`src/rtl/aes_pkg.sv`:
```
// aes_pkg: shared constants and enum types for the iterative AES-128 round sequencer.
package aes_pkg;

  localparam int AES_DW = 128;
  localparam int AES_NR = 10;
  localparam int AES_CW = 4;

  typedef enum logic [1:0] {
    IDLE  = 2'd0,
    ROUND = 2'd1,
    DONE  = 2'd2
  } aes_seq_state_t;

  typedef enum logic [1:0] {
    CNT_HOLD  = 2'd0,
    CNT_LOAD1 = 2'd1,
    CNT_INC   = 2'd2,
    CNT_CLEAR = 2'd3
  } aes_cnt_op_t;

endpackage

```
`src/rtl/aes_round_counter.sv`:
```
// aes_round_counter: round counter with load-1, saturating increment and clear.
// is_last flags the final round, which skips MixColumns.
module aes_round_counter
  import aes_pkg::*;
#(
  parameter int NR = AES_NR,
  parameter int CW = AES_CW
) (
  input  logic          clk,
  input  logic          rst,
  input  aes_cnt_op_t   op,
  output logic [CW-1:0] count,
  output logic          is_last
);

  // Round counter register; increment saturates so the count never passes NR
  always_ff @(posedge clk) begin
    if (rst) begin
      count <= '0;
    end else begin
      case (op)
        CNT_LOAD1: count <= CW'(1);
        CNT_INC:   if (count < CW'(NR)) count <= count + CW'(1);
        CNT_CLEAR: count <= '0;
        default:   count <= count;
      endcase
    end
  end

  assign is_last = (count == CW'(NR));

endmodule

```
`src/rtl/aes_round_sequencer.sv`:
```
// aes_round_sequencer: iterative AES-128 encryption controller. Owns the state
// register, round counter and round-key index; the shared round datapath and the
// round-key store live outside. One block in flight at a time: accept, NR rounds,
// then hold the ciphertext until the consumer takes it.
// Optional feature macro: AES_SEQ_ABORT_EN (adds the 'abort' input).
module aes_round_sequencer
  import aes_pkg::*;
#(
  parameter int DW = AES_DW,
  parameter int NR = AES_NR,
  parameter int CW = AES_CW
) (
  input  logic          clk,
  input  logic          rst,
`ifdef AES_SEQ_ABORT_EN
  input  logic          abort,
`endif
  input  logic          in_valid,
  output logic          in_ready,
  input  logic [DW-1:0] in_data,
  output logic          out_valid,
  input  logic          out_ready,
  output logic [DW-1:0] out_data,
  output logic [CW-1:0] rk_idx,
  input  logic [DW-1:0] rk_i,
  output logic [DW-1:0] rnd_state_o,
  output logic          rnd_last_o,
  input  logic [DW-1:0] rnd_state_i
);

  aes_seq_state_t state, state_next;
  logic [DW-1:0]  state_reg, state_reg_next;
  aes_cnt_op_t    cnt_op;
  logic [CW-1:0]  count;
  logic           is_last;
  logic           abort_req;

`ifdef AES_SEQ_ABORT_EN
  assign abort_req = abort;
`else
  assign abort_req = 1'b0;
`endif

  aes_round_counter #(
    .NR(NR),
    .CW(CW)
  ) u_counter (
    .clk    (clk),
    .rst    (rst),
    .op     (cnt_op),
    .count  (count),
    .is_last(is_last)
  );

  // FSM state and cipher state register
  always_ff @(posedge clk) begin
    if (rst) begin
      state     <= IDLE;
      state_reg <= '0;
    end else begin
      state     <= state_next;
      state_reg <= state_reg_next;
    end
  end

  // Next-state, counter control and handshake outputs
  always_comb begin
    state_next     = state;
    state_reg_next = state_reg;
    cnt_op         = CNT_HOLD;
    in_ready       = 1'b0;
    out_valid      = 1'b0;
    rk_idx         = '0;
    rnd_last_o     = 1'b0;
    case (state)
      IDLE: begin
        in_ready = 1'b1;
        if (in_valid) begin
          state_reg_next = in_data ^ rk_i;
          cnt_op         = CNT_LOAD1;
          state_next     = ROUND;
        end
      end
      ROUND: begin
        rk_idx     = count;
        rnd_last_o = is_last;
        if (abort_req) begin
          cnt_op     = CNT_CLEAR;
          state_next = IDLE;
        end else begin
          state_reg_next = rnd_state_i;
          if (is_last) begin
            state_next = DONE;
          end else begin
            cnt_op = CNT_INC;
          end
        end
      end
      DONE: begin
        out_valid = 1'b1;
        if (abort_req || out_ready) begin
          cnt_op     = CNT_CLEAR;
          state_next = IDLE;
        end
      end
      default: begin
        cnt_op     = CNT_CLEAR;
        state_next = IDLE;
      end
    endcase
  end

  assign out_data    = state_reg;
  assign rnd_state_o = state_reg;

endmodule

```
`config.mk`:
```
export PLATFORM = sky130hd
export DESIGN_NAME = aes_round_sequencer
export DESIGN_NICKNAME = d
export VERILOG_FILES = /design/src/rtl/aes_pkg.sv /design/src/rtl/aes_round_counter.sv /design/src/rtl/aes_round_sequencer.sv
export SDC_FILE = /design/constraint.sdc
export NUM_CORES = 1
export LEC_CHECK = 0
export CORE_AREA = 2 2 250 252
export DETAILED_ROUTE_END_ITERATION = 16
export DIE_AREA = 0 0 252 254
export DONT_BUFFER_PORTS = 1
export PLACE_DENSITY = 0.34
export SYNTH_ARGS = -nofsm -noshare
export SYNTH_HDL_FRONTEND = slang
export SYNTH_SLANG_ARGS = --single-unit
```
`constraint.sdc`:
```
create_clock -name clk -period 3 [get_ports clk]
set_clock_uncertainty 0.2 [all_clocks]
set_input_delay 0.6 -clock clk [delete_from_list [all_inputs] [get_ports clk]]
set_output_delay 0.6 -clock clk [all_outputs]
set_load 0.01 [all_outputs]
```
# Word level (Yosys, flattened, before mapping)
# Cells that the tools add are included.
[totals]
wordCells = 38
regBits = 134
in_bits = 388
out_inout_bits = 263
[op_classes]
order_cmp = 1
reduce_logical = 6
n_addsub = 1
mux = 16
n_eq_ne = 10
bitwise = 1
[ops]
columns = ["cell", "n"]
rows = [
  ["$pmux 128 s2", 1],
  ["$mux 128", 1],
  ["$xor 128x128->128", 1],
  ["$pmux 2 s3", 2],
  ["$pmux 4 s3", 1],
  ["$mux 2", 5],
  ["$mux 4", 2],
  ["$eq 2x2->1 const B", 3],
  ["$ne 2x2->1 const B", 3],
  ["$add 4x1->4 const B", 1],
  ["$eq 2x1->1 const B", 2],
  ["$eq 4x4->1 const B", 1],
  ["$lt 4x4->1 const B", 1],
  ["$mux 1", 4],
  ["$reduce_and 2->1", 2],
  ["$reduce_and 3->1", 1],
  ["$reduce_bool 3->1", 1],
  ["$logic_not 2->1", 1],
  ["$ne 2x1->1 const B", 1],
  ["$reduce_bool 2->1", 1],
]

# Depth between registers and ports, before layout
# Gate-level depths: netlist (run 1).
[depth]
ltp_word = 6
mapped_depth = 7
mapped_depth_nobuf = 6

# Hierarchy
# Synthesis (run 1) repeated with hierarchy kept, for this count alone.
[unflattened]
hier_cells = 869
hier_area_um2 = 8245.4
[modules_own_cells]
columns = ["module", "instances", "cells_per_inst", "area_each_um2"]
rows = [
  ["aes_round_sequencer", 1, 845, 8025.2],
  ["aes_round_counter", 1, 24, 220.2],
]

# Worst setup path after synthesis (run 1)
# Ideal clock, no wire load.
[synth_timing]
path_type = "reg-to-output"
startpoint = "register state[1]"
endpoint = "output rk_idx[1]"
t_required_ps = 2200
slack_ps = 1020
n_path_buf = 4
arrival_ps = 1180
stages_incl_launch_ff = 7
cell_sequence = "dfxtp_1 -> buf_2 -> nor2b_1 -> buf_2 -> buf_2 -> buf_2 -> and2_1"
[synth_between]
elab_chain_cells = 2
[synth_lines]
columns = ["element", "line", "rtl"]
rows = [
  ["start, declared", "aes_round_sequencer.sv:31", "aes_seq_state_t state, state_next;"],
  ["start signal, assigned", "aes_round_sequencer.sv:61", "state <= state_next;"],
  ["$eq 2x1->1", "aes_round_sequencer.sv:75", "case (state)"],
  ["$mux 4", "aes_round_sequencer.sv:75", ""],
  ["end, declared", "aes_round_sequencer.sv:24", "output logic [CW-1:0] rk_idx,"],
]
# Every way passes these cells.

# Worst setup path in the final report (run 1)
[layout_timing]
startpoint = "register state[0]"
endpoint = "output rk_idx[1]"
# Same word-level chain as after synthesis.

==> results of run 1 <==
-- final timing paths --
check / start / to / slack, ps / depth (start not counted)
setup / recovery: state[0] / rk_idx[1] / 480 / 2
hold / removal: rnd_state_i[104] / out_data[104] / 60 / 2
setup reg to reg: state[0] / out_data[86] / 610 / 6
hold reg to reg: u_counter.count[3] / u_counter.count[3] / 300 / 2
-- metrics by stage --
stage	std cells	hold WS (ps)
after floorplan	1018	258
after global placement	1614	294
after detailed placement	1614	293
after CTS	1659	0.533
after global routing	1659	14.7
final	1659	62.8
-- cells by family (layout without fill, tap and decap cells) --
group                      Yosys count  count (layout)
adders and majority gates            2               2
muxes                                2               2
AOI/OAI and AO/OA                  267             267
buffers and inverters              206              57
DFF                                134             134
xor gates and xnor gates           129             129
and+or+nand+nor                    278             278
-- synth_stat cells (all sizes together) --
| cell | n | area share |
|---|---|---|
| nand2 | 257 | 0.12 |
| buf | 178 | 0.16 |
| dfxtp | 134 | 0.34 |
| a21oi | 131 | 0.082 |
| o211ai | 128 | 0.12 |
| xnor2 | 128 | 0.14 |
| clkbuf | 25 | 0.012 |
| nor2 | 7 | 0.0033 |
| nor2b | 4 | 0.0031 |
| inv | 3 | 0.0014 |
| o21ai | 3 | 0.0019 |
| and2 | 2 | 0.0016 |
| ha | 2 | 0.0031 |
| nand2b | 2 | 0.0016 |
| nand3b | 2 | 0.0019 |
| nor3 | 2 | 0.0013 |
| a31oi | 1 | 0.00078 |
| mux2 | 1 | 0.0014 |
| mux2i | 1 | 0.0013 |
| nor3b | 1 | 0.0016 |
| o2111ai | 1 | 0.0011 |
| o21a | 1 | 0.00094 |
| o221ai | 1 | 0.0011 |
| o22ai | 1 | 0.00078 |
| or3b | 1 | 0.0011 |
| xor2 | 1 | 0.0011 |
-- power by group --
group          leakage, nW  internal [mW]  switching (mW)
clock                0.266           1.20           0.890
combinational         1.21          0.378           0.435
sequential            1.11           1.96           0.405
-- cell type report --
class	instances	area, um^2	share of cell area
Multi-Input combinational cell	678	3950	0.464
Sequential cell	134	2680	0.315
Tap cell	790	988	0.116
Clock buffer	24	482	0.0566
Timing Repair Buffer	23	323	0.0379
Clock inverter	7	72.6	0.00852
Inverter	3	11.3	0.00132
-- layer usage --
| layer | part of all wire | wire length, um |
|---|---|---|
| met5 | 0 | 0 |
| met4 | 0.061 | 1820 |
| met3 | 0.089 | 2650 |
| met2 | 0.46 | 13600 |
| met1 | 0.39 | 11600 |
-- critical path, cell delays in order, from the launching register on --
cell and delay, ps:
dfxtp_1 650, nor2b_4 360, and2_1 240
-- what timing repair did --
item,CTS,global route
setup endpoints to repair,0,0
hold endpoints to repair,72,0
hold buffers,14,0
resized for setup,0,0
==> summary.md, run 1 <==
| Metric | Value |
|---|---|
| Yosys cell types | `29` |
| Largest net degree at the start of global routing | `125` |
| Static Leak | `2.59 nW` |
| First-pass GRT wire length | `40,900 um` |
| Yosys reg bits | `134` |
| Run status | `completed` |
| Residual DRC count | `0` |
| Crit path DAT | `1720 ps` |
| VDD IR max | `0.000422 V` |
| Routed wire per std cell | `17.9 um` |
| Slew Limit Fails | `0` |
| Via Count | `6,453` |
| IO buf count | `0` |
| Pwr Density | `618 nW/um^2` |
| Worst Hold Class | `in -> reg` |
| Top Usage Layer GRT | `met2` |
| Commonest non-fill, non-tap cell in the layout | `nand2_1` |
| Routed Antenna Nets | `0` |
| Final hold vios | `0` |
| Syn nets | `1,408` |
| Crit. End Element | `output port` |
| Clk slew on worst S/H paths | `60 ps` |
| Post-Synth Simple-Gate Area | `0.136` |
| Post-layout util | `0.139` |
| Sum Neg Setup Slack | `0 ps` |
| Fillers | `7,016` |
| Ys Warns | `0` |
| Synth Area in Compound Gates | `0.209` |
| Drt first pass iters | `5` |
| Mapped Cells | `1,018` |
| Post-synthesis xor/xnor area fraction | `0.141` |
| Final setup viols | `0` |
| Critical path launch point type | `flip-flop` |
| Fin crit period | `2520 ps` |
| Met3 Track Usage GR | `0.0375` |
| Root Driver | `clkbuf_16` |
| # rows | `91` |
| Mapped cell area | `7990 um^2` |
| Dpl ws | `863 ps` |
| Crit-path max FO | `13` |
| Starting DRT DRC Count | `271` |
| Max reg flops | `128` |
| Post-Synth Adder-Cell Area | `0.00313` |
| Pwr Total | `5.27 mW` |
| Most frequent cells in the layout | `nand2_1 (257), dfxtp_1 (134), a21oi_1 (131)` |
| Nets | `1,247` |
| Slew headroom | `0.572` |
| GRT overflow | `0` |
| Max Clk Rate | `397 MHz` |
| Seq/Total Area, Yosys | `0.336` |
| Dpl hpwl | `21,400 um` |
| RSZ-0062 raised after global routing | `no` |
| Max-Cap Viols | `0` |
| Layout cells sized above 1 | `0.0483` |
| Syn-to-layout area delta | `6.58%` |
| Critical Path RT | `2200 ps` |
| Grt met2 use | `0.137` |
| Total track usage | `0.0886` |
| Multiplexer share of the synthesized area | `0.00266` |
| Mean post-synth cell area | `7.85 um^2` |
| Period utilisation layout | `0.839` |
| CTS tree | `done` |
| Final Cell Area | `8510 um^2` |
| Starting density of the core | `0.130` |
| H-tree levels | `4` |
| ANT cells | `0` |
| Clock sink count | `134` |
| Core Area | `61,300 um^2` |
| Max clock buf depth | `2` |
| Setup Crit Path Kind | `reg -> out` |
| Number of global-route vias before repair | `6,382` |
| Clk_lat worst skew | `460 ps` |
| Die Ht | `254 um` |
| Placed Area | `7790 um^2` |
| Post-CTS Setup Bufs | `0` |
| Gpl congestion | `0.738` |
| IO Pins | `651` |
| Vias/cell | `3.89` |
| Initial antenna violation count | `2` |
| Setup ws final | `484 ps` |
| Drt total wl | `29,700 um` |
| Largest family of logic cells by synthesized area | `compound AO/OA/AOI/OAI gates` |
| Slew at the pin with the worst max-slew slack | `642 ps` |
| Die X | `252 um` |
| CTS buffer count | `17` |
| Met1 usage | `0.0959` |
| Die footprint | `64,000 um^2` |
Note: power is estimated with default switching activity, not from simulation.
==> inputs of run 2 (changes only) <==
--- a/config.mk
+++ b/config.mk
@@ -5,11 +5,12 @@
 export SDC_FILE = /design/constraint.sdc
 export NUM_CORES = 1
 export LEC_CHECK = 0
-export CORE_AREA = 2 2 250 252
+export ABC_AREA = 1
+export CORE_AREA = 2 2 252 254
 export DETAILED_ROUTE_END_ITERATION = 16
-export DIE_AREA = 0 0 252 254
+export DIE_AREA = 0 0 254 256
 export DONT_BUFFER_PORTS = 1
-export PLACE_DENSITY = 0.34
+export PLACE_DENSITY = 0.33
 export SYNTH_ARGS = -nofsm -noshare
 export SYNTH_HDL_FRONTEND = slang
 export SYNTH_SLANG_ARGS = --single-unit
==> constraint.sdc (replaced) <==
create_clock -name clk -period 2.6 [get_ports clk]
set_clock_uncertainty 0.2 [all_clocks]
set_input_delay 0.52 -clock clk [delete_from_list [all_inputs] [get_ports clk]]
set_output_delay 0.52 -clock clk [all_outputs]
set_load 0.01 [all_outputs]
==> summary.md, run 2 <==
| Metric | Value |
|---|---|
| GRT overflow | `0` |
| Fillers | `7,225` |
| Nets | `1,349` |
| Starting DRT DRC Count | `534` |
| Worst-path cell chain | `inv_2 > nor2_4 > buf_4 > a21oi_1 > o21ai_0 > dlygate4sd3_1 > a21oi_1` |
| Crit path DAT | `2570 ps` |
| Placed Cells | `1,691` |
| Routed wire per std cell | `17.3 um` |
| Die X | `254 um` |
| Period utilisation layout | `0.924` |
| VDD IR max | `0.000442 V` |
| Hold path depth | `2` |
| CTS tree | `done` |
| Dpl hpwl | `22,800 um` |
| Crit. End Element | `flip-flop` |
| Via Count | `7,427` |
| Gpl congestion | `0.781` |
| Worst Path Buf+Inv | `3` |
| FF-to-FF End | `out_data[110]` |
| Yosys reg bits | `134` |
| Count leader, synth | `a21oi_1` |
| Delay-heaviest family, CP | `buffers and inverters` |
| Placed Area | `7440 um^2` |
| Top FF cell, synth | `dfxtp_1` |
| Total track usage | `0.0926` |
| Starting density of the core | `0.121` |
| Critical Path RT | `2770 ps` |
| First-pass GRT wire length | `44,900 um` |
| Clk_lat worst skew | `470 ps` |
| Final Cell Area | `8970 um^2` |
| Static Leak | `2.86 nW` |
| Max clock buf depth | `2` |
| CP max stage delay | `590 ps` |
| Worst hold endpoint | `out_data[95]` |
| Commonest cells in the netlist | `a21oi_1 (261), o21ai_0 (254), buf_4 (137), dfxtp_1 (134), o21ai_1 (132)` |
| RSZ-0062 raised after global routing | `no` |
| Ys Warns | `0` |
| Layout cells sized above 1 | `0.0576` |
| Syn-to-layout area delta | `19.2%` |
| Root Driver | `clkbuf_16` |
| Crit-path max FO | `68` |
| Mapped cell area | `7530 um^2` |
| Seq/Total Area, Yosys | `0.356` |
| Most frequent cells in the layout | `a21oi_1 (261), o21ai_0 (254), dfxtp_1 (134)` |
| Drt total wl | `31,500 um` |
| Run status | `completed` |
| Crit Reg-Reg Startpoint | `state[0]` |
| Mapped Cells | `1,027` |
| Max reg flops | `128` |
| H-tree levels | `4` |
| Yosys cell types | `19` |
| R2R Setup Slk | `200 ps` |
| Syn nets | `1,417` |
| Clk slew on worst S/H paths | `70 ps` |
| Mean post-synth cell area | `7.33 um^2` |
| Storage cell area | `2680 um^2` |
| Core Area | `62,400 um^2` |
| Hold Crit Start | `in_data[95]` |
| Fin crit period | `2400 ps` |
| Pwr Total | `6.30 mW` |
| Post-layout util | `0.144` |
| Residual DRC count | `0` |
| Sum Neg Setup Slack | `0 ps` |
| Vias/cell | `4.08` |
| Max Clk Rate | `416 MHz` |
| Routed Antenna Nets | `0` |
| Setup Crit Path Kind | `reg -> reg` |
| Area leader, netlist | `dfxtp_1` |
| Setup ws final | `199 ps` |
| Top cells by area, synth | `dfxtp_1 (36%), a21oi_1 (17%), o21ai_0 (17%)` |
| Slew headroom | `0.466` |
| Multi-input gate area | `3430 um^2` |
| Initial antenna violation count | `2` |
| Die footprint | `65,000 um^2` |
| Fin cells | `1,819` |
| Asr flop ratio synth | `0` |
| Dpl ws | `541 ps` |
| Final hold vios | `0` |
| Post-synth EDFFs | `0` |
| Post-CTS Setup Bufs | `0` |
| IO Pins | `651` |
| Hold_ws | `60.4 ps` |
| # rows | `92` |
| Slew Limit Fails | `0` |
| Worst Hold Class | `in -> reg` |
| CTS buffer count | `17` |
| Critical path launch point type | `flip-flop` |
| Number of global-route vias before repair | `7,347` |
| FF-to-FF path depth | `7` |
| Crit path top cell by count | `a21oi_1` |
| Crit path max-delay cell type | `buf_4` |
| Largest net degree at the start of global routing | `69` |
| Post-CTS resize count | `0` |
| Die Ht | `256 um` |
| Pwr Density | `702 nW/um^2` |
| Hold buffers post-CTS | `95` |
| Slew at the pin with the worst max-slew slack | `801 ps` |
| Max-Cap Viols | `0` |
| Commonest non-fill, non-tap cell in the layout | `a21oi_1` |
| Clock sink count | `134` |
| IO buf count | `0` |
| Final setup viols | `0` |
| Drt first pass iters | `5` |
| Synth top area share | `0.356` |
run 2: cell count changes after synthesis, sizes merged, moves of 4 or more:
cell | previous run | this run
a21oi | 131 | 261
buf | 178 | 172
inv | 3 | 10
nand2 | 257 | 13
nand3 | 0 | 5
nor2 | 7 | 15
nor2b | 4 | 0
o211ai | 128 | 0
o21ai | 3 | 386
xnor2 | 128 | 1
run 2: metal layers:
layer / global-route usage / wire length, um
met2: 0.151 / 15000
met5: 0 / 13
met4: 0.0624 / 1610
met3: 0.0358 / 2900
met1: 0.0988 / 12000
run 2: worst max path at each step:
stage / start / endpoint / slack [ps] / cells after the start
after floorplan: state[0] / rk_idx[0] / 760 / 6
after global placement: state[0] / u_counter.count[1] / 610 / 7
after detailed placement: state[0] / u_counter.count[0] / 540 / 7
after CTS: u_counter.count[0] / rnd_last_o / 190 / 4
after global routing: state[0] / out_data[109] / 10 / 7
final: state[0] / out_data[110] / 200 / 7
run 2: cell type report:
class,instances,share of cell area
multi-input combinational,685,0.383
sequential,134,0.299
timing repair buffer,111,0.131
tap,846,0.118
clock buffer,18,0.0490
clock inverter,14,0.0155
inverter,10,0.00474
antenna,1,0.000279
run 2: cell families after synthesis:
kind of cell,synth area share
and+or+nand+nor,0.0199
xor gates and xnor gates,0.00116
buffers and inverters,0.189
adders and majority gates,0.00332
AOI/OAI and AO/OA,0.430
DFF,0.356
run 2: power by group:
part           switching (mW)  internal, mW  leakage, nW
logic                   0.574         0.435         1.47
registers               0.524          2.28         1.11
clock network            1.12          1.36        0.271
total                    2.22          4.08         2.86
run 2: worst register-to-register path, stage by stage (launching register included):
cell and delay, ps:
dfxtp_1 400, inv_2 70, nor2_4 120, buf_4 590, a21oi_1 150, o21ai_0 120, dlygate4sd3_1 590, a21oi_1 60
